<file path="src/rtl/envio_uart_resposta.sv">
// Two-byte UART response sender (8N1, LSB first): command byte then value byte,
// launched by a rising edge on dadosPodemSerEnviados.
module envio_uart_resposta #(
    parameter int CLOCK_FREQ = 50000000,
    parameter int BAUD_RATE  = 9600
) (
    input  logic       clock,
    input  logic       reset_n,
    input  logic       dadosPodemSerEnviados,
    input  logic [7:0] response_command,
    input  logic [7:0] response_value,
    output logic       tx,
    output logic       busy,
    output logic       done,
    output logic       overrun
);

    localparam int CLKS_PER_BIT = CLOCK_FREQ / BAUD_RATE;
    localparam int CNT_W = (CLKS_PER_BIT > 1) ? $clog2(CLKS_PER_BIT) : 1;
    localparam logic [CNT_W-1:0] CNT_LAST = CNT_W'(CLKS_PER_BIT - 1);

    typedef enum logic [1:0] {IDLE, START, DATA, STOP} state_t;

    state_t           state, state_nx;
    logic [CNT_W-1:0] baud_cnt, baud_cnt_nx;
    logic [2:0]       bit_idx, bit_idx_nx;
    logic             byte_idx, byte_idx_nx;
    logic [7:0]       cmd_q, cmd_nx;
    logic [7:0]       val_q, val_nx;
    logic             tx_nx, busy_nx, done_nx, overrun_nx;
    logic             dados_prev_p0;
    logic             request;
    logic             bit_end;
    logic [7:0]       cur_byte;

    assign request  = dadosPodemSerEnviados & ~dados_prev_p0;
    assign bit_end  = (baud_cnt == CNT_LAST);
    assign cur_byte = byte_idx ? val_q : cmd_q;

    // tx is computed one cycle ahead so the line is driven straight from a flop.
    always_comb begin
        state_nx    = state;
        baud_cnt_nx = baud_cnt;
        bit_idx_nx  = bit_idx;
        byte_idx_nx = byte_idx;
        cmd_nx      = cmd_q;
        val_nx      = val_q;
        tx_nx       = tx;
        busy_nx     = busy;
        done_nx     = 1'b0;
        overrun_nx  = overrun;

        // The done cycle still belongs to the finished frame.
        if (request && (state != IDLE || done)) begin
            overrun_nx = 1'b1;
        end

        case (state)
            IDLE: begin
                tx_nx   = 1'b1;
                busy_nx = 1'b0;
                if (request && !done) begin
                    state_nx    = START;
                    byte_idx_nx = 1'b0;
                    baud_cnt_nx = '0;
                    cmd_nx      = response_command;
                    val_nx      = response_value;
                    tx_nx       = 1'b0;
                    busy_nx     = 1'b1;
                end
            end
            START: begin
                if (bit_end) begin
                    state_nx    = DATA;
                    baud_cnt_nx = '0;
                    bit_idx_nx  = 3'd0;
                    tx_nx       = cur_byte[0];
                end else begin
                    baud_cnt_nx = baud_cnt + CNT_W'(1);
                end
            end
            DATA: begin
                if (bit_end) begin
                    baud_cnt_nx = '0;
                    if (bit_idx == 3'd7) begin
                        state_nx = STOP;
                        tx_nx    = 1'b1;
                    end else begin
                        bit_idx_nx = bit_idx + 3'd1;
                        tx_nx      = cur_byte[bit_idx + 3'd1];
                    end
                end else begin
                    baud_cnt_nx = baud_cnt + CNT_W'(1);
                end
            end
            STOP: begin
                if (bit_end) begin
                    baud_cnt_nx = '0;
                    if (!byte_idx) begin
                        state_nx    = START;
                        byte_idx_nx = 1'b1;
                        tx_nx       = 1'b0;
                    end else begin
                        state_nx = IDLE;
                        tx_nx    = 1'b1;
                        busy_nx  = 1'b0;
                        done_nx  = 1'b1;
                    end
                end else begin
                    baud_cnt_nx = baud_cnt + CNT_W'(1);
                end
            end
            default: state_nx = IDLE;
        endcase
    end

    always_ff @(posedge clock or negedge reset_n) begin
        if (!reset_n) begin
            state         <= IDLE;
            baud_cnt      <= '0;
            bit_idx       <= 3'd0;
            byte_idx      <= 1'b0;
            cmd_q         <= 8'd0;
            val_q         <= 8'd0;
            tx            <= 1'b1;
            busy          <= 1'b0;
            done          <= 1'b0;
            overrun       <= 1'b0;
            // A level already high when reset releases must not count as an edge.
            dados_prev_p0 <= 1'b1;
        end else begin
            state         <= state_nx;
            baud_cnt      <= baud_cnt_nx;
            bit_idx       <= bit_idx_nx;
            byte_idx      <= byte_idx_nx;
            cmd_q         <= cmd_nx;
            val_q         <= val_nx;
            tx            <= tx_nx;
            busy          <= busy_nx;
            done          <= done_nx;
            overrun       <= overrun_nx;
            dados_prev_p0 <= dadosPodemSerEnviados;
        end
    end

endmodule

</file>
<file path="config.mk">
export PLATFORM = sky130hd
export DESIGN_NAME = envio_uart_resposta
export DESIGN_NICKNAME = d
export VERILOG_FILES = /design/src/rtl/envio_uart_resposta.sv
export SDC_FILE = /design/constraint.sdc
export NUM_CORES = 1
export LEC_CHECK = 0
export ABC_CLOCK_PERIOD_IN_PS = 3750
export CORE_ASPECT_RATIO = 0.75
export CORE_MARGIN = 2
export CORE_UTILIZATION = 59
export DETAILED_ROUTE_END_ITERATION = 8
export GPL_TIMING_DRIVEN = 0
export PLACE_DENSITY = 0.81
export SLEW_MARGIN = 20
export SYNTH_ARGS = -nofsm -noshare
export SYNTH_HDL_FRONTEND = slang
export SYNTH_SLANG_ARGS = --single-unit
</file>
<file path="constraint.sdc">
create_clock -name clock -period 3.75 [get_ports clock]
set_input_delay 0.75 -clock clock [delete_from_list [all_inputs] [get_ports clock]]
set_output_delay 0.75 -clock clock [all_outputs]
set_load 0.02 [all_outputs]
</file>
==> metrics.md <==
| Metric | Value |
|---|---|
| Area Overhead vs Synth | `17.9%` |
| Clk buf depth | `2` |
| Total grt overflow | `0` |
| Final critical-path share of the clock period | `66.5%` |
| First-pass GRT wire length | `7.63 mm` |
| Die height | `56.8 um` |
| DP Wirelength | `3.44 mm` |
| Critical Path RT | `3.92 ns` |
| PostCTS Resize Cnt | `0` |
| Outcome | `finished clean` |
| IO Port Bufs | `22` |
| Ys Warns | `0` |
| Worst-path clk slew | `0.08 ns` |
| DRT iter0 DRCs | `94` |
| Setup TNS | `0 ns` |
| Worst Path Class, Setup | `primary input to register` |
| Worst-path fanout max | `10` |
| Top area cells in the synthesized netlist | `dfrtp_1, mux2_2, ha_1` |
| Clock sink total | `40` |
| Antenna cell count | `0` |
| Layout cells sized above 1 | `23.6%` |
| Max IR drop VDD | `363 uV` |
| Total leakage power | `1.09 nW` |
| Arr. time, crit path | `2.66 ns` |
| Netlist Area Pre-Place | `2190 um2` |
| Critical Path Start Type | `primary input` |
| Post-CTS Repair Setup Buffers | `0` |
| Placed Area | `2490 um2` |
| Initial Utilization | `60.7%` |
| First-pass DRT Iterations | `4` |
| # H-tree levels | `2` |
| GRT Util Overall | `24.1%` |
| Worst Skew | `0.00777 ns` |
| Fin crit period | `2.49 ns` |
| Tot Pwr | `0.00161 W` |
| Worst-Skew Late Latency | `0.29 ns` |
| PwrDens | `624 nW/um2` |
| Worst hold slack | `0.327 ns` |
| Slew @ Worst Pin | `0.518 ns` |
| CTS tree | `built` |
| Number of synthesized flops with an enable pin | `0` |
| DR vias/cell | `5.91` |
| Routability cong. | `0.850` |
| Final setup fails | `0` |
| Vias in the first global route | `1,617` |
| DRC viols | `0` |
| Most numerous cell in the Yosys netlist | `dfrtp_1` |
| Share of the synthesized area in the top cell type | `43.4%` |
| Core ar. | `3610 um2` |
| Post-Place Worst Slack | `0.957 ns` |
| Main flop type after synthesis | `dfrtp_1` |
| Largest net degree at the start of global routing | `30` |
| Finished Cell Area | `2580 um2` |
| I/O pins | `23` |
| Post-synthesis sequential area ratio | `45.8%` |
| RSZ-0062 raised after global routing | `no` |
| CTS root buf | `clkbuf_8` |
| Crit-path cells | `clkdlybuf4s50_1 -> nor3b_2 -> and2_1 -> buf_2 -> buf_2 -> mux2_2` |
| Fin nets | `255` |
| Synthesized area per cell | `11.1 um2` |
| Chip Width | `74.4 um` |
| Remaining antenna violation count | `0` |
| Synth Net Count | `225` |
| Max-slew violation count | `0` |
| Synth unique cells | `50` |
| CP most frequent cell | `buf_2` |
| Vias post-DR | `1,662` |
| Flops & latches, synth | `40` |
| Routed WL per cell | `16.1 um` |
| Hold Crit Class | `primary input to asynchronous set/reset pin` |
| Die ar. | `4220 um2` |
| Post-synth top area cell | `dfrtp_1` |
| Most frequent cells after synthesis | `dfrtp_1, mux2_2, a21oi_1, inv_1, nand2_1` |
| Max Freq | `401 MHz` |
| Max cap viols | `0` |
| Asr flop ratio synth | `100%` |
| Crit path largest cell delay | `0.50 ns` |
| Row cnt | `19` |
| Total CTS buffers | `5` |
| Final Hold Viols | `0` |
| Routed WL | `4.52 mm` |
| Slowest cell on crit path | `clkdlybuf4s50_1` |
| Final WS setup | `1.26 ns` |
| Cts hold-fix bufs | `0` |
| Cells after Synth | `198` |
| Slew HR | `65.3%` |
| CP Capture Type | `register` |
| Initial antenna violation count | `0` |
## sequential cells by signal, summed over array words and instances, names as in the netlist
| signal | cells |
|---|---|
| byte_idx | 1 |
| overrun | 1 |
| cmd_q | 8 |
| state | 2 |
| dados_prev_p0 | 1 |
| tx | 1 |
| done | 1 |
| baud_cnt | 13 |
| busy | 1 |
| bit_idx | 3 |
| val_q | 8 |
## final timing paths
| kind | from | to | slack, ns | depth (start not counted) |
|---|---|---|---|---|
| max in group asynchronous | reset_n | cmd_q[7] | 2.97 | 2 |
| hold / removal | reset_n | bit_idx[1] | 0.33 | 1 |
| hold reg to reg | overrun | overrun | 0.47 | 1 |
| setup / recovery | dadosPodemSerEnviados | cmd_q[6] | 1.26 | 6 |
| setup reg to reg | state[0] | baud_cnt[3] | 1.47 | 8 |
| min in group clock | overrun | overrun | 0.47 | 1 |
## worst max-delay path, delay by kind of cell
| family | cells | cell delay (ns) |
|---|---|---|
| and+or+nand+nor | 2 | 0.56 |
| buffers and inverters | 3 | 0.99 |
| muxes | 1 | 0.36 |
## through the flow
stage                     utilization, %  instances
after floorplan                        -        198
after global placement              68.6        272
after detailed placement            69.0        273
after CTS                           71.5        281
after global routing                71.5        281
final                               71.5        281
## where the power goes
| part | switching [W] | total [W] | internal [W] |
|---|---|---|---|
| registers | 0.0000970 | 0.000671 | 0.000574 |
| clock network | 0.000144 | 0.000291 | 0.000147 |
| logic | 0.000318 | 0.000651 | 0.000333 |
| total | 0.000559 | 0.00161 | 0.00105 |
## cells in the final DEF, fill, tap and decap left out, drive strengths merged, types with 2 or more instances in the layout
| cell | count |
|---|---|
| nand3 | 7 |
| nand2b | 3 |
| dfstp | 2 |
| nand2 | 12 |
| clkbuf | 10 |
| buf | 7 |
| o22a | 2 |
| o31ai | 3 |
| and4 | 2 |
| nand4 | 4 |
| clkinv | 2 |
| mux2i | 5 |
| mux4 | 3 |
| clkdlybuf4s50 | 21 |
| and3 | 5 |
| inv | 13 |
| a31oi | 2 |
| or3 | 5 |
| a311oi | 3 |
| mux2 | 20 |
| ha | 8 |
| dfrtp | 38 |
| o211ai | 5 |
| a21oi | 13 |
| nor2 | 2 |
| a22o | 3 |
| nand3b | 2 |
| and2 | 4 |
| o21ai | 11 |
## logic make-up after synthesis
family,share of synthesized area [%]
adder cells (fa/ha/maj),4.57
AND/OR/NAND/NOR,15.4
multiplexers,15.8
AO/OA/AOI/OAI,14.2
flip-flops,45.8
buffers and inverters,4.34
## routing by layer
layer,part of all wire [%],vias to the layer above,global-route usage [%]
met5,0,-,0
met4,0.91,0,7.14
met3,4.4,4,4.85
met2,49,51,37.2
met1,46,809,34.3
li1,-,798,-
## cell type report
| type | count | area (um2) |
|---|---|---|
| inverter | 13 | 48.8 |
| clock inverter | 2 | 10.0 |
| fill | 268 | 1030 |
| sequential | 40 | 1000 |
| clock buffer | 6 | 82.6 |
| buffer | 9 | 46.3 |
| tap | 52 | 65.1 |
| multi-input combinational | 136 | 1090 |
| timing repair buffer | 23 | 235 |
No activity file was read; power rests on OpenSTA's default activity.
